$ cat src/rtl/imem_arbiter_pkg.sv
// Shared constants for the text-memory arbiter: legal word-address windows,
// state encodings and the range helper used by the address checker.
package imem_arbiter_pkg;

  localparam logic [29:0] TEXT_DAT_BOT = 30'h0000_0400;
  localparam logic [29:0] TEXT_DAT_TOP = 30'h0000_07FF;
  localparam logic [29:0] IVT_BOT      = 30'h0000_0020;
  localparam logic [29:0] IVT_TOP      = 30'h0000_003F;

  typedef enum logic [1:0] {
    IMEM_IDLE  = 2'd0,
    IMEM_WAIT  = 2'd1,
    IMEM_FAULT = 2'd2
  } imem_state_e;

  typedef enum logic {
    OWN_F = 1'b0,
    OWN_D = 1'b1
  } imem_owner_e;

  function automatic logic in_window(logic [29:0] word, logic [29:0] lo, logic [29:0] hi);
    return (word >= lo) && (word <= hi);
  endfunction

endpackage

$ cat src/rtl/imem_addr_check.sv
// Combinational legality check of a byte address against the .text data and
// interrupt-vector windows of the text memory.
module imem_addr_check
  import imem_arbiter_pkg::*;
(
  input  logic [31:0] addr_i,
  output logic        legal_o,
  output logic        misaligned_o,
  output logic        out_of_range_o
);

  logic [29:0] word;

  assign word           = addr_i[31:2];
  assign misaligned_o   = |addr_i[1:0];
  assign out_of_range_o = !(in_window(word, TEXT_DAT_BOT, TEXT_DAT_TOP) ||
                            in_window(word, IVT_BOT, IVT_TOP));
  assign legal_o        = !misaligned_o && !out_of_range_o;

endmodule

$ cat src/rtl/imem_arbiter.sv
// Arbitrates the single text-memory read port between fetch (F) and data (D)
// requesters; D has priority except when F has been starved for too long.
module imem_arbiter
  import imem_arbiter_pkg::*;
#(
  parameter int LATENCY      = 1,
  parameter int STARVE_LIMIT = 4
) (
  input  logic        clock,
  input  logic        reset,
  input  logic        f_req,
  input  logic [31:0] f_addr,
  output logic        f_gnt,
  output logic        f_valid,
  output logic [31:0] f_rdata,
  output logic        f_fault,
  input  logic        d_req,
  input  logic [31:0] d_addr,
  output logic        d_gnt,
  output logic        d_valid,
  output logic [31:0] d_rdata,
  output logic        d_fault,
  output logic        mem_en,
  output logic [31:0] mem_addr,
  input  logic [31:0] mem_rdata,
  output logic        busy
);

  localparam logic [3:0] LAT_LAST   = 4'(LATENCY);
  localparam logic [3:0] STARVE_MAX = 4'(STARVE_LIMIT);

  imem_state_e state_q, state_d;
  imem_owner_e owner_q, owner_d;
  logic [3:0]  lat_cnt_q, lat_cnt_d;
  logic [3:0]  starve_q, starve_d;

  logic        f_legal, f_mis, f_oor;
  logic        d_legal, d_mis, d_oor;
  logic        pick_f, win_legal;
  logic [31:0] sel_addr;

  imem_addr_check u_f_check (
    .addr_i        (f_addr),
    .legal_o       (f_legal),
    .misaligned_o  (f_mis),
    .out_of_range_o(f_oor)
  );

  imem_addr_check u_d_check (
    .addr_i        (d_addr),
    .legal_o       (d_legal),
    .misaligned_o  (d_mis),
    .out_of_range_o(d_oor)
  );

  // NOTE: every output and next-state value gets a default before the case so
  // no path leaves a variable unassigned, which would infer a latch.
  always_comb begin
    state_d   = state_q;
    owner_d   = owner_q;
    lat_cnt_d = lat_cnt_q;
    starve_d  = starve_q;
    pick_f    = 1'b0;
    win_legal = 1'b0;
    sel_addr  = '0;
    f_gnt     = 1'b0;
    d_gnt     = 1'b0;
    f_valid   = 1'b0;
    d_valid   = 1'b0;
    f_rdata   = '0;
    d_rdata   = '0;
    f_fault   = 1'b0;
    d_fault   = 1'b0;
    mem_en    = 1'b0;
    mem_addr  = '0;

    unique case (state_q)
      IMEM_IDLE: begin
        // Grants are suppressed while reset is held so outputs stay quiet.
        if (!reset && (f_req || d_req)) begin
          pick_f    = f_req && (!d_req || (starve_q == STARVE_MAX));
          sel_addr  = pick_f ? f_addr : d_addr;
          win_legal = pick_f ? f_legal : d_legal;
          f_gnt     = pick_f;
          d_gnt     = !pick_f;
          mem_en    = win_legal;
          mem_addr  = {2'b00, sel_addr[31:2]};
          owner_d   = pick_f ? OWN_F : OWN_D;
          lat_cnt_d = 4'd1;
          state_d   = win_legal ? IMEM_WAIT : IMEM_FAULT;
        end
      end
      IMEM_WAIT: begin
        if (lat_cnt_q == LAT_LAST) begin
          f_valid = (owner_q == OWN_F);
          d_valid = (owner_q == OWN_D);
          f_rdata = f_valid ? mem_rdata : '0;
          d_rdata = d_valid ? mem_rdata : '0;
          state_d = IMEM_IDLE;
        end else begin
          lat_cnt_d = lat_cnt_q + 4'd1;
        end
      end
      IMEM_FAULT: begin
        f_valid = (owner_q == OWN_F);
        d_valid = (owner_q == OWN_D);
        f_fault = f_valid;
        d_fault = d_valid;
        state_d = IMEM_IDLE;
      end
      default: state_d = IMEM_IDLE;
    endcase

    if (!f_req || f_gnt) begin
      starve_d = '0;
    end else if (d_gnt && (starve_q != STARVE_MAX)) begin
      starve_d = starve_q + 4'd1;
    end
  end

  // NOTE: state registers use non-blocking assignments so every flop samples
  // the pre-edge values computed above, independent of evaluation order.
  always_ff @(posedge clock or posedge reset) begin
    if (reset) begin
      state_q   <= IMEM_IDLE;
      owner_q   <= OWN_F;
      lat_cnt_q <= '0;
      starve_q  <= '0;
    end else begin
      state_q   <= state_d;
      owner_q   <= owner_d;
      lat_cnt_q <= lat_cnt_d;
      starve_q  <= starve_d;
    end
  end

  assign busy = (state_q != IMEM_IDLE);

  always_comb begin
    assert (f_legal == !(f_mis || f_oor));
    assert (d_legal == !(d_mis || d_oor));
    assert (!(f_gnt && d_gnt));
  end

endmodule

$ cat config.mk
export PLATFORM = sky130hd
export DESIGN_NAME = imem_arbiter
export DESIGN_NICKNAME = d
export VERILOG_FILES = /design/src/rtl/imem_arbiter_pkg.sv /design/src/rtl/imem_addr_check.sv /design/src/rtl/imem_arbiter.sv
export SDC_FILE = /design/constraint.sdc
export NUM_CORES = 1
export LEC_CHECK = 0
export CORE_UTILIZATION = 28
export CTS_BUF_LIST = sky130_fd_sc_hd__clkbuf_4
export DETAILED_ROUTE_END_ITERATION = 12
export PLACE_DENSITY = 0.83
export RECOVER_POWER = 25
export SYNTH_ARGS = -nofsm -noshare
export SYNTH_HDL_FRONTEND = slang
export SYNTH_SLANG_ARGS = --single-unit
$ cat constraint.sdc
create_clock -name clock -period 2.2 [get_ports clock]
set_clock_uncertainty 0.15 [all_clocks]
set_input_delay 0.22 -clock clock [delete_from_list [all_inputs] [get_ports clock]]
set_output_delay 0.22 -clock clock [all_outputs]
set_load 0.005 [all_outputs]
# == After elaboration in Yosys (flattened, before gate mapping) ==
# Index checks and enable logic that the tools add are counted.
# classes
n_addsub,2
n_lt_le_gt_ge,8
eq_ne,8
n_mux,32
bitwise,1
reduce_logical,29
# ops
op,count
two-way mux 32 bit,7
>= comparator 30 x 11 -> 1 bit (second input constant),2
>= comparator 30 x 6 -> 1 bit (second input constant),2
<= comparator 30 x 11 -> 1 bit (second input constant),2
<= comparator 30 x 6 -> 1 bit (second input constant),2
two-way mux 30 bit,2
two-way mux 4 bit,4
two-way mux 1 bit,12
logical AND 1 bit,9
adder 4 x 1 -> 4 bit (second input constant),2
case mux 4 bit (2 select lines),1
zero test 1 bit,6
two-way mux 2 bit,3
!= test 2 bit (second input constant),3
nonzero test 2 bit,3
logical OR 1 bit,5
== test 4 x 1 -> 1 bit (second input constant),1
== test 4 x 3 -> 1 bit (second input constant),1
!= test 4 x 3 -> 1 bit (second input constant),1
case mux 1 bit (2 select lines),2
case mux 2 bit (2 select lines),1
AND reduction 2 bit,2
OR reduction 2 bit,2
AND reduction 3 bit,1
4 further kinds,4
# totals
ff_bits,11
input_bits,100
out_inout_bits,104
word_cells,84

# == Longest topological paths before layout ==
# depth
word_depth,9
ltp_mapped,8
ltp_nobuf,7

# == Cells and area by module ==
# Synthesis repeated with hierarchy kept, for this count alone.
# hier_totals
hier_cells,287
area_unflattened_um2,1813.0
# modules_own_cells
mod,instances,cells_each,area_per_inst_um2
imem_arbiter,1,261,1645.3
imem_addr_check,2,13,83.8

# == Least setup slack after synthesis ==
# OpenSTA, ideal clock, no wires.
# synth_timing
kind,register to output
start,reg state_q[0]
end,out mem_addr[19]
arrival_ns,1.540
t_required_ns,1.830
setup_slack_ns,0.290
path_stages_with_launch,8
path_buffers,2
path_cell_list,dfrtp_1 > inv_1 > ha_1 > inv_1 > or3_1 > buf_2 > buf_1 > a21oi_1
# synth_via
elab_chain_cells,2
# synth_rtl
element,line_no,text
from (decl),imem_arbiter.sv:32,"imem_state_e state_q, state_d;"
from (signal assigned),imem_arbiter.sv:130,state_q <= state_d;
zero test 2 bit,imem_arbiter.sv:77,unique case (state_q)
two-way mux 30 bit,imem_arbiter.sv:77,
to (decl),imem_arbiter.sv:24,"output logic [31:0] mem_addr,"
# Every way passes these cells.

# == Worst setup path in the final report ==
# Same ends and word-level chain as after synthesis.

==> metrics <==
status complete, but fails checks; failing checks setup timing; dpl cell area 0.00410 sq mm; Max Fclk roughly 410 MHz; Mean Syn Cell Area 6.19 sq um; fin crit period 2420 ps; Die X roughly 80 microns; crit path max fanout 4; Synth Warn # 0; DRT Wirelength 9800 microns; clock slew at reported path FFs 90 ps; register area 275 sq um; Layout area overhead 155%; Yosys cell types 38; Wirelength per Cell between 15 and 20 microns; clk buf depth 2; TritonCTS clock tree built; Post-Syn Instances 283; final instance area 0.00447 sq mm; worst hold path type in2async; Vias/cell between 5 and 6; RSZ-0062 raised after global routing true; first-pass GRT wire length approximately 12,000 microns; core region area 0.00599 sq mm; Port Buf Inserts approximately 200; area leader, netlist and2_1; Cell Chain, Critical Path inv_2, ha_4, inv_2, or3_4, buf_12, buf_12, clkbuf_16, a21oi_2, buf_2; Root Buffer clkbuf_4; #FFs+latches synth 11; number of max-cap violations 0; final worst path period share 110%; clock sinks 11; Max stage delay on crit path 420 ps; Worst VDD drop 0.200 mV; worst path bufs/invs 6; Final WS setup -222 ps; die outline height 81.1 microns; Pre-antenna DRT Iters 4; placed cells 575; initial DRC count 84; final hold vios 0; Slew Viols, Final 0; final setup vio count 47; Final Util between 70% and 80%; GRT Overall Usage roughly a quarter; Worst Setup Start Kind flop; worst endpoint required time 1830 ps; critical path's top delay family buffers and inverters; final global-route overflow total 0; DRT antenna net count 0; initial core utilization slightly below 30%; CTS buffer count 3; RD Place Congestion 0.874; layout cells sized above 1 39.2%; # nets final 644; Hold Buf Count CTS 0; drc violations 0; layout filler cell count 460; critical path arrival 2050 ps; critical path type reg2out; Most used DFF post-synth dfrtp_1; slowest CP cell or3_4; largest net degree at the start of global routing 34; vias in the first global route 2,903; P_leak approximately 2.3 nW; number of synthesized flops with an enable pin 0; worst slew pin tran 493 ps; Worst Setup End Kind primary output; sequential-to-total area share from yosys stat 15.7%; non-filler cells, final 612; Netlist Area Pre-Place 0.00175 sq mm; Final HPWL DP 6520 microns; top post-synthesis cells by area and2_1 24%, nand2_1 16%, dfrtp_1 16%; site row count 28; die area 0.00658 sq mm; Clk Latency, worst-skew pair 280 ps; Slew headroom ~67%; initial antenna violation count 0; H-tree levels 1; I/O pins 204; power per cell area 254 mW/mm^2; footprint of the multi-input gates ~0.0016 sq mm; Synth top area share approximately a quarter; fraction of registers with async set or reset after synthesis 100%; via count 3,065
[cell usage after synthesis (all sizes together), types with 2 or more instances]
| cell type | n |
|---|---|
| nand2 | 74 |
| and2 | 67 |
| a21oi | 32 |
| clkbuf | 12 |
| dfrtp | 11 |
| nor4 | 11 |
| nor2 | 9 |
| buf | 7 |
| ha | 7 |
| inv | 7 |
| o21ai | 7 |
| nand3 | 5 |
| a21boi | 4 |
| nor3 | 4 |
| a22o | 3 |
| nand2b | 3 |
| nor2b | 3 |
| a31oi | 2 |
| nand4 | 2 |
| o21a | 2 |
[worst register-to-register path, delay by kind of cell, from the launching register on]
kind                       cells  cell delay, ps
DFF                            1             410
AOI/OAI and AO/OA              2             190
buffers and inverters          5             540
and+or+nand+nor                2             600
adders and majority gates      1             140
[final timing paths]
check,start,endpoint,slack [ps],cells after the start
max,state_q[0],mem_addr[19],-220,9
min,reset,starve_q[3],300,3
max reg2reg,state_q[0],starve_q[2],50,10
min reg2reg,lat_cnt_q[3],lat_cnt_q[3],430,1
max in group asynchronous,reset,starve_q[1],1260,3
min in group clock,lat_cnt_q[3],lat_cnt_q[3],430,1
[flip-flops by register name, indices dropped and copies added (netlist names)]
name,count
starve_q,4
owner_q,1
state_q,2
lat_cnt_q,4
[layout make-up]
cell class / instances / share of cell area, %
Multi-Input combinational cell: 247 / 36.1
Tap cell: 75 / 2.10
Inverter: 7 / 0.588
Timing Repair Buffer: 267 / 54.3
Sequential cell: 11 / 6.16
Antenna cell: 1 / 0.0560
Clock buffer: 4 / 0.672
[cells in the final DEF (no fill, tap or decap), types with 4 or more instances in the layout]
cell,Yosys,routed
dlymetal6s2s_1,0,14
clkdlybuf4s50_1,0,102
dfrtp_1,11,11
inv_2,0,6
clkbuf_4,0,4
buf_6,0,7
and2_1,67,66
clkbuf_2,0,48
nand3_1,5,5
buf_12,0,9
a21oi_2,0,29
clkbuf_16,0,6
nor2_1,8,5
nor4_1,10,9
o21ai_1,6,5
nand2_1,74,71
buf_2,2,34
buf_4,2,40
[per-stage QoR]
step           power [W]  hold slack [ps]  setup TNS (ps)  worst slack (ps)
5_1_grt          0.00120              349           -9040              -298
2_1_floorplan   0.000389            -77.6               0               290
4_1_cts          0.00105              287           -5000              -190
3_5_place_dp    0.000801              408           -7070              -414
6_report         0.00113              304           -3960              -222
3_3_place_gp    0.000790              388           -6690              -396
[cells by family (layout without fill, tap and decap cells)]
family / after synthesis / count (layout) / synth area share, %
flip-flops: 11 / 11 / 15.7
AO/OA/AOI/OAI: 55 / 55 / 18.9
AND/OR/NAND/NOR: 183 / 183 / 54.0
buffers and inverters: 26 / 278 / 6.14
adder cells (fa/ha/maj): 7 / 7 / 5.00
other: 1 / 3 / 0.214
[timing repair]
action,4_1_cts,5_1_grt
pin swaps,3,11
resized for setup,240,137
gates cloned,3,7
setup endpoints to repair,99,97
setup buffers,9,14
[layer usage]
metal,vias up,routed length (microns),global-route usage [%]
met2,171,5560,49.4
met3,25,770,3.93
li1,1455,-,-
met5,-,0,0
met4,0,333,14.1
met1,1414,3130,22.4
[power by group]
part / leakage (nW) / internal (W) / switching [W]
logic: 2.15 / 0.000445 / 0.000297
registers: 0.142 / 0.000212 / 0.0000127
clock network: 0.0184 / 0.0000826 / 0.0000849
total: 2.31 / 0.000740 / 0.000395
Power figures use the tool's default switching activity.
